### src/rtl/uart_rx_pkg.sv
// Shared types and helpers for the UART RX datapath blocks.
package uart_rx_pkg;

  typedef enum logic [1:0] {
    IDLE  = 2'd0,
    SHIFT = 2'd1,
    DONE  = 2'd2
  } rx_deser_state_e;

  // Shortest word the deserializer accepts after clamping.
  localparam int MIN_LEN_DEF = 5;

  // Last oversample edge index of a bit period; the bit is committed here.
  function automatic int cnt_max(input int cw);
    return (1 << cw) - 1;
  endfunction

  // Centre oversample edge index of a bit period.
  function automatic int mid(input int cw);
    return 1 << (cw - 1);
  endfunction

endpackage

### src/rtl/rx_bit_voter.sv
// Three-point majority voter around the centre of a bit period.
// Used by rx_deserializer_cfg only when RX_DESER_MAJORITY_EN is defined.
module rx_bit_voter
  import uart_rx_pkg::*;
#(
  parameter int COUNTER_WIDTH = 3
) (
  input  logic                     CLK,
  input  logic                     RST,
  input  logic                     clr,
  input  logic                     Enable,
  input  logic                     Sbit,
  input  logic [COUNTER_WIDTH-1:0] edg_cnt,
  output logic                     vote
);

  localparam int MID = mid(COUNTER_WIDTH);
  localparam logic [COUNTER_WIDTH-1:0] PT_LO = COUNTER_WIDTH'(MID - 1);
  localparam logic [COUNTER_WIDTH-1:0] PT_MD = COUNTER_WIDTH'(MID);
  localparam logic [COUNTER_WIDTH-1:0] PT_HI = COUNTER_WIDTH'(MID + 1);

  logic [2:0] smp;

  // Capture Sbit at the three points straddling the bit centre.
  always_ff @(posedge CLK or negedge RST) begin
    if (!RST) begin
      smp <= '0;
    end else if (clr) begin
      smp <= '0;
    end else if (Enable) begin
      if (edg_cnt == PT_LO) smp[0] <= Sbit;
      if (edg_cnt == PT_MD) smp[1] <= Sbit;
      if (edg_cnt == PT_HI) smp[2] <= Sbit;
    end
  end

  assign vote = (smp[0] & smp[1]) | (smp[0] & smp[2]) | (smp[1] & smp[2]);

endmodule

### src/rtl/rx_deserializer_cfg.sv
// UART RX deserializer: collects committed serial bits into a parallel word
// with run-time length and bit order. P_DATA only changes when a complete
// word lands, together with a one-cycle data_vld strobe.
// Optional: RX_DESER_MAJORITY_EN replaces the single end-of-bit sample with
// a 3-point majority vote around the bit centre (rx_bit_voter).
module rx_deserializer_cfg
  import uart_rx_pkg::*;
#(
  parameter int DATA_WIDTH    = 8,
  parameter int COUNTER_WIDTH = 3,
  parameter int MIN_LEN       = MIN_LEN_DEF,
  parameter int LEN_WIDTH     = 4
) (
  input  logic                     CLK,
  input  logic                     RST,
  input  logic                     Enable,
  input  logic                     Sbit,
  input  logic [COUNTER_WIDTH-1:0] edg_cnt,
  input  logic [LEN_WIDTH-1:0]     data_len,
  input  logic                     msb_first,
  output logic [DATA_WIDTH-1:0]    P_DATA,
  output logic                     data_vld,
  output logic                     busy,
  output logic [LEN_WIDTH-1:0]     bit_idx,
  output logic                     abort
);

  localparam logic [COUNTER_WIDTH-1:0] CNT_MAX = COUNTER_WIDTH'(cnt_max(COUNTER_WIDTH));

  // Saturate a requested word length into MIN_LEN..DATA_WIDTH.
  function automatic logic [LEN_WIDTH-1:0] clamp_len(input logic [LEN_WIDTH-1:0] l);
    if (int'(l) < MIN_LEN)    return LEN_WIDTH'(MIN_LEN);
    if (int'(l) > DATA_WIDTH) return LEN_WIDTH'(DATA_WIDTH);
    return l;
  endfunction

  // Right-justify the received bits; LSB-first words sit at the top of the
  // shift register, MSB-first words at the bottom.
  function automatic logic [DATA_WIDTH-1:0] extract(input logic [DATA_WIDTH-1:0] sr,
                                                    input logic [LEN_WIDTH-1:0]  len,
                                                    input logic                  ord);
    int sh;
    sh = DATA_WIDTH - int'(len);
    if (ord) return sr & ({DATA_WIDTH{1'b1}} >> sh);
    return sr >> sh;
  endfunction

  rx_deser_state_e          state_q, state_d;
  logic [DATA_WIDTH-1:0]    sr_q, sr_d;
  logic [LEN_WIDTH-1:0]     len_q, len_d;
  logic                     ord_q, ord_d;
  logic [LEN_WIDTH-1:0]     idx_q, idx_d;
  logic [DATA_WIDTH-1:0]    pdata_q, pdata_d;
  logic                     vld_q, vld_d;
  logic                     abort_q, abort_d;
  logic                     commit;
  logic                     bit_c;

  assign commit = Enable && (edg_cnt == CNT_MAX);

`ifdef RX_DESER_MAJORITY_EN
  logic vote;
  logic vote_clr;

  assign vote_clr = (state_d == IDLE) && (state_q != IDLE);

  rx_bit_voter #(
    .COUNTER_WIDTH(COUNTER_WIDTH)
  ) u_voter (
    .CLK    (CLK),
    .RST    (RST),
    .clr    (vote_clr),
    .Enable (Enable),
    .Sbit   (Sbit),
    .edg_cnt(edg_cnt),
    .vote   (vote)
  );

  assign bit_c = vote;
`else
  assign bit_c = Sbit;
`endif

  // Word assembly FSM: next state, shift register and output strobes.
  always_comb begin
    state_d = state_q;
    sr_d    = sr_q;
    len_d   = len_q;
    ord_d   = ord_q;
    idx_d   = idx_q;
    pdata_d = pdata_q;
    vld_d   = 1'b0;
    abort_d = 1'b0;
    case (state_q)
      IDLE, DONE: begin
        // DONE is a single cycle; a commit landing here opens the next word.
        state_d = IDLE;
        idx_d   = '0;
        if (commit) begin
          len_d   = clamp_len(data_len);
          ord_d   = msb_first;
          sr_d    = msb_first ? {{(DATA_WIDTH-1){1'b0}}, bit_c}
                              : {bit_c, {(DATA_WIDTH-1){1'b0}}};
          idx_d   = LEN_WIDTH'(1);
          state_d = SHIFT;
        end
      end
      SHIFT: begin
        if (!Enable) begin
          abort_d = 1'b1;
          idx_d   = '0;
          sr_d    = '0;
          state_d = IDLE;
        end else if (commit) begin
          sr_d  = ord_q ? {sr_q[DATA_WIDTH-2:0], bit_c} : {bit_c, sr_q[DATA_WIDTH-1:1]};
          idx_d = idx_q + LEN_WIDTH'(1);
          if (idx_d == len_q) begin
            pdata_d = extract(sr_d, len_q, ord_q);
            vld_d   = 1'b1;
            state_d = DONE;
          end
        end
      end
      default: state_d = IDLE;
    endcase
  end

  // State and output registers; reset discards any partial word.
  always_ff @(posedge CLK or negedge RST) begin
    if (!RST) begin
      state_q <= IDLE;
      sr_q    <= '0;
      len_q   <= LEN_WIDTH'(DATA_WIDTH);
      ord_q   <= 1'b0;
      idx_q   <= '0;
      pdata_q <= '0;
      vld_q   <= 1'b0;
      abort_q <= 1'b0;
    end else begin
      state_q <= state_d;
      sr_q    <= sr_d;
      len_q   <= len_d;
      ord_q   <= ord_d;
      idx_q   <= idx_d;
      pdata_q <= pdata_d;
      vld_q   <= vld_d;
      abort_q <= abort_d;
    end
  end

  assign P_DATA   = pdata_q;
  assign data_vld = vld_q;
  assign busy     = (state_q == SHIFT);
  assign bit_idx  = idx_q;
  assign abort    = abort_q;

endmodule

### config.mk
export PLATFORM = sky130hd
export DESIGN_NAME = rx_deserializer_cfg
export DESIGN_NICKNAME = d
export VERILOG_FILES = /design/src/rtl/uart_rx_pkg.sv /design/src/rtl/rx_bit_voter.sv /design/src/rtl/rx_deserializer_cfg.sv
export SDC_FILE = /design/constraint.sdc
export NUM_CORES = 1
export LEC_CHECK = 0
export ABC_AREA = 1
export CORE_UTILIZATION = 45
export DETAILED_ROUTE_END_ITERATION = 12
export PLACE_DENSITY = 0.66
export SETUP_SLACK_MARGIN = 0.1
export SLEW_MARGIN = 40
export SYNTH_ARGS = -nofsm -noshare
export SYNTH_HDL_FRONTEND = slang
export SYNTH_SLANG_ARGS = --single-unit
### constraint.sdc
create_clock -name CLK -period 2.9 [get_ports CLK]
set_input_delay 0.58 -clock CLK [delete_from_list [all_inputs] [get_ports CLK]]
set_output_delay 0.58 -clock CLK [all_outputs]
set_load 0.01 [all_outputs]
== Word-level counts from Yosys, hierarchy flattened ==
Index checks and enable logic that the tools add are counted.

* Bits in registers: 29
* Logic and storage cells: 70
* Output and inout bits: 15

* Multiplexer cells: 39
* Magnitude comparators: 2
* $add $sub $neg: 2
* Eq/ne operators: 7
* Bitwise gates (word level): 1
* Reduce and logical (&&, ||, !) cells: 9
* Shift-type cells: 2

{| class="wikitable"
|+ Operators by type and width
! cell !! number
|-
| $mux W8 || 7
|-
| $shr A8 B32 Y8 || 1
|-
| $shr A8 B32 Y8 const A || 1
|-
| $mux W4 || 6
|-
| $mux W1 || 20
|-
| $pmux W8 S2 || 1
|-
| $and A8 B8 Y8 || 1
|-
| $pmux W4 S2 || 1
|-
| $mux W2 || 3
|-
| $ne A3 B2 Y1 const B || 2
|-
| $reduce_and A2 Y1 || 3
|-
| $sub A4 B4 Y5 const A || 1
|-
| $add A4 B1 Y4 const B || 1
|-
| $eq A4 B4 Y1 || 1
|-
| $gt A4 B4 Y1 const B || 1
|-
| $lt A4 B3 Y1 const B || 1
|-
| $pmux W2 S2 || 1
|-
| $reduce_and A4 Y1 || 1
|-
| $eq A3 B3 Y1 const B || 1
|-
| $reduce_and A3 Y1 || 1
|-
| $eq A2 B1 Y1 const B || 1
|-
| $eq A2 B2 Y1 const B || 1
|-
| $logic_not A2 Y1 || 1
|-
| $ne A2 B2 Y1 const B || 1
|-
| other kinds (3) || 3
|}

== Longest topological paths before layout ==
* Word-level depth: 9
* Gate-level depth with buffers: 14
* Depth with buffers taken out: 12

== Worst setup path after synthesis ==
Ideal clock, no wire load.

* Path kind: register to register
* Start point: register len_q[0]
* End point: register pdata_q[0] (netlist: P_DATA[0])
* Path buffers: 3
* Path slack: 1.115 ns
* Stages on the path, launching flop included: 13
* Required time: 2.822 ns
* Clock period less this slack: 1.785 ns
* Arrival: 1.708 ns
* Path through: dfrtp_1 -> buf_6 -> inv_4 -> ha_1 -> buf_2 -> inv_1 -> clkbuf_1 -> nand2_1 -> nor2_1 -> nor2_1 -> nand3_1 -> nand3_1 -> a21boi_1

* Longest elaborated chain between the ends: 5

{| class="wikitable"
|+ RTL lines
! what !! RTL line !! source
|-
| from (decl) || rx_deserializer_cfg.sv:50 || <nowiki>logic [LEN_WIDTH-1:0] len_q, len_d;</nowiki>
|-
| from (signal assigned) || rx_deserializer_cfg.sv:133 || <nowiki>len_q <= LEN_WIDTH'(DATA_WIDTH);</nowiki>
|-
| from (signal assigned) || rx_deserializer_cfg.sv:142 || <nowiki>len_q <= len_d;</nowiki>
|-
| $sub A4 B4 Y5 || rx_deserializer_cfg.sv:43 || <nowiki>sh = DATA_WIDTH - int'(len);</nowiki>
|-
| $shr A8 B32 Y8 || rx_deserializer_cfg.sv:44 || <nowiki>if (ord) return sr & ({DATA_WIDTH{1'b1}} >> sh);</nowiki>
|-
| $and A8 B8 Y8 || rx_deserializer_cfg.sv:44 ||
|-
| $mux W8 || rx_deserializer_cfg.sv:44 ||
|-
| $mux W8 || rx_deserializer_cfg.sv:45 || <nowiki>return sr >> sh;</nowiki>
|-
| to (signal assigned) || rx_deserializer_cfg.sv:145 || <nowiki>pdata_q <= pdata_d;</nowiki>
|-
| to (decl) || rx_deserializer_cfg.sv:53 || <nowiki>logic [DATA_WIDTH-1:0] pdata_q, pdata_d;</nowiki>
|}

Several ways; a longest one is shown, not always the timed one. The select of a mux whose other input is x is not followed.
A chain may end at the register's enable or synchronous reset.

== Worst setup path in the final report ==
* Start point: register len_q[0]
* End point: register pdata_q[6] (netlist: P_DATA[6])

The elaborated chain is that of the path after synthesis.

==> results.sh <==
export IMPL_run_status="complete, no violations"
export IMPL_ys_ff_latch=29
export IMPL_final_setup_skew_ps=3.78
export IMPL_die_x_microns=66.9
export IMPL_layout_cells_most_common_list="sky130_fd_sc_hd__nand2_1, sky130_fd_sc_hd__nand3_1, sky130_fd_sc_hd__dfrtp_1"
export IMPL_cts_buffers_inserted=5
export IMPL_total_leakage_power_uw=0.00112
export IMPL_post_synth_instance_area_sq_um=1890
export IMPL_leading_cell_type_in_the_layout_fill_and_taps_excluded="sky130_fd_sc_hd__nand2_1"
export IMPL_power_share_combinational_pct=28.9
export IMPL_max_slew_margin_rel_pct=63.0
export IMPL_drt_iter0_drc=80
export IMPL_rsz_0062_raised_after_global_routing="no"
export IMPL_finalWeightedCongestion=0.921
export IMPL_total_routed_length_microns=4300
export IMPL_netlist_cell_type_count=31
export IMPL_cts_max_level=2
export IMPL_worst_setup_endpoint="P_DATA[6]"
export IMPL_total_power_density_per_cell_area_nw_per_um2=600
export IMPL_cpPeakStageDelay_ps=550
export IMPL_worst_r2r_path_depth=9
export IMPL_hold_viol=0
export IMPL_crit_path_frequent_cell="sky130_fd_sc_hd__inv_1"
export IMPL_worst_setup_path_start_kind="flip-flop"
export IMPL_worstPathMaxFanout=10
export IMPL_floorplan_initialDensity_pct=47.0
export IMPL_total_power_uw=1390
export IMPL_p_int_uw=912
export IMPL_regArea_sq_um=727
export IMPL_postSynthCellCount=266
export IMPL_via_per_inst=5.10
export IMPL_worst_r2r_startpoint="len_q[0]"
export IMPL_cts_buffer_depth=2
export IMPL_grt_first_pass_wirelength_microns=7640
export IMPL_peakVddDrop_v=0.000326
export IMPL_track_usage_pct=23.3
export IMPL_postRouteAntennaNets=0
export IMPL_cts_tree="yes"
export IMPL_fillers=421
export IMPL_design_die_area_sq_um=4470
export IMPL_grt_met3_usage_pct=4.62
export IMPL_largest_net_degree_at_the_start_of_global_routing=30
export IMPL_clock_sink_count=29
export IMPL_net_switching_power_uw=475
export IMPL_yosys_warning_total=0
export IMPL_setup_tns_final_ps=0
export IMPL_buffer_ports_inserted=26
export IMPL_multi_input_area_sq_um=978
export IMPL_regToRegEndpoint="P_DATA[6]"
export IMPL_clock_tree_root_cell="sky130_fd_sc_hd__clkbuf_8"
export IMPL_finalCritPeriodShare_pct=72.3
export IMPL_timing_final_crit_period_ps=2100
export IMPL_fin_worst_hold_slack_ps=483
export IMPL_max_clock_freq_ghz=0.477
export IMPL_antenna_found_initial=0
export IMPL_setup_violations=0
export IMPL_r2r_setup_slack_ps=800
export IMPL_detailroute_via_count=1760
export IMPL_syn2layout_area_growth_pct=22.0
export IMPL_worstHoldPathType="flip-flop to flip-flop"
export IMPL_critical_path_endpoint_type="flip-flop"
export IMPL_post_route_drc_count=0
export IMPL_syn_mean_instance_area_sq_um=7.12
export IMPL_globalRouteMet2Util_pct=34.6
export IMPL_synth_top_area_share_pct=37.0
export IMPL_num_io_pins=27
export IMPL_cp_startpoint="len_q[0]"
export IMPL_clk_pin_slew_worst_paths_ps=70
export IMPL_clock_power_share_pct=36.3
export IMPL_grt_pass1_vias=1661
export IMPL_globalRouteOverflowTotal=0
export IMPL_drt_pass1_iter_count=4
export IMPL_avgRoutedWirePerCell_microns=12.5
export IMPL_criticalPathCategory="flip-flop to flip-flop"
export IMPL_arrival_ps=2270
export IMPL_postCtsHoldBufs=0
export IMPL_dpl_hpwl_microns=3230
export IMPL_timing_max_transition_violations_final=0
export IMPL_timing_critical_path_slowest_stage_cell="sky130_fd_sc_hd__dfrtp_1"
export IMPL_clock_latency_late_sink_ps=280
export IMPL_fp_row_count=23
export IMPL_synth_yosys_seq_area_share_pct=38.4
export IMPL_switching_share_pct=34.2
export IMPL_power_sequential_fraction_pct=34.8
export IMPL_required_ps=3080
export IMPL_drive_above_1_share_pct=12.5
export IMPL_post_cts_setup_repair_bufs=0
export IMPL_netlist_top_cell_by_area="sky130_fd_sc_hd__dfrtp_1"
export IMPL_max_cap_violations=0
export IMPL_fp_coreArea_sq_um=4030
export IMPL_synth_area_leaders="sky130_fd_sc_hd__dfrtp_1, sky130_fd_sc_hd__nand2_1, sky130_fd_sc_hd__nand3_1"
export IMPL_crit_path_cell_trace="inv_4 -> ha_1 -> nand2_1 -> inv_1 -> nor2_2 -> inv_1 -> nand3_1 -> o21ai_0 -> o21a_1"
export IMPL_cts_repair_resized=0
export IMPL_dieHeight_microns=66.9
export IMPL_nets=308
export IMPL_mappedNetlistNets=280
export IMPL_groute_layer_met1_usage_pct=32.6
export IMPL_grt_busiest_layer="met2"
export IMPL_tightestPinTransition_ps=555
export IMPL_diodes_inserted=0
## through the flow
stage	cells	setup slack [ps]	area (sq um)	utilization [%]
2_1_floorplan	266	1110	1890	-
3_3_place_gp	337	729	2180	54.0
6_report	345	803	2310	57.4
4_1_cts	345	828	2310	57.4
3_5_place_dp	337	685	2180	54.0
5_1_grt	345	572	2310	57.4
## worst min-delay path by stage
stage          cells after the start  startpoint        end
2_1_floorplan                      0         RST  P_DATA[0]
3_3_place_gp                       2   P_DATA[3]  P_DATA[3]
3_5_place_dp                       2   P_DATA[3]  P_DATA[3]
4_1_cts                            2   P_DATA[3]  P_DATA[3]
5_1_grt                            2   P_DATA[3]  P_DATA[3]
6_report                           2   P_DATA[1]  P_DATA[1]
## worst max-delay path: cells and delay by family, from the launching register on
kind | cells | cell delay (ps)
DFF | 1 | 550
and+or+nand+nor | 3 | 520
buffers and inverters | 3 | 400
AOI/OAI and AO/OA | 2 | 290
adders and majority gates | 1 | 230
## area by class of cell
class	count	share of cell area, %
clock buffers	5	2.98
clock inverters	3	2.82
inverters	33	5.47
multi-input cells	196	42.3
flip-flops and latches	29	31.5
well taps	50	2.71
repair buffers	29	12.2
## routing by layer
metal	share of wire [%]	wire [microns]
met1	52	2220
met2	43	1860
met3	4.1	177
met4	1.2	50
met5	0	0
## synthesized netlist by cell type
library cell	count
sky130_fd_sc_hd__inv_2	8
sky130_fd_sc_hd__clkbuf_1	1
sky130_fd_sc_hd__nor2_1	19
sky130_fd_sc_hd__ha_1	2
sky130_fd_sc_hd__o21bai_1	1
sky130_fd_sc_hd__a21boi_1	3
sky130_fd_sc_hd__nand4_1	4
sky130_fd_sc_hd__nor2_2	5
sky130_fd_sc_hd__o21ai_2	5
sky130_fd_sc_hd__dfstp_2	1
sky130_fd_sc_hd__nand2_1	82
sky130_fd_sc_hd__a21oi_2	2
sky130_fd_sc_hd__buf_2	2
sky130_fd_sc_hd__o21a_1	1
sky130_fd_sc_hd__a32oi_1	1
sky130_fd_sc_hd__o31ai_1	1
sky130_fd_sc_hd__nand3b_1	1
sky130_fd_sc_hd__inv_4	1
sky130_fd_sc_hd__buf_4	2
sky130_fd_sc_hd__nand3_1	37
sky130_fd_sc_hd__a21oi_1	6
sky130_fd_sc_hd__inv_1	24
sky130_fd_sc_hd__nand3_4	1
sky130_fd_sc_hd__xor2_1	4
sky130_fd_sc_hd__xnor2_1	1
sky130_fd_sc_hd__nor3_1	2
sky130_fd_sc_hd__nor2_4	3
sky130_fd_sc_hd__o21ai_0	13
sky130_fd_sc_hd__buf_6	3
sky130_fd_sc_hd__dfrtp_1	28
sky130_fd_sc_hd__o21ai_1	2
## flip-flops by register name, summed over array words and instances (netlist names)
name      cells
len_q         4
data_vld      1
state_q       2
ord_q         1
sr_q          8
abort         1
P_DATA        8
bit_idx       4
## kinds of logic (layout without fill, tap and decap cells)
logic type,count (synthesis),in the layout,synth area share (%)
adder cells (fa/ha/maj),2,2,1.32
flip-flops,29,29,38.4
buffers and inverters,41,70,9.97
AND/OR/NAND/NOR,154,154,36.4
XOR/XNOR,5,5,2.31
AO/OA/AOI/OAI,35,35,11.6
## power by group through the flow
stage	clock network (uW)	registers, uW	logic, uW
finish	504	482	401
global route	527	487	458
CTS	509	482	397
detailed placement	0	490	396
global placement	0	490	394
floorplan	0	469	321
No activity file was read; power rests on OpenSTA's default activity.
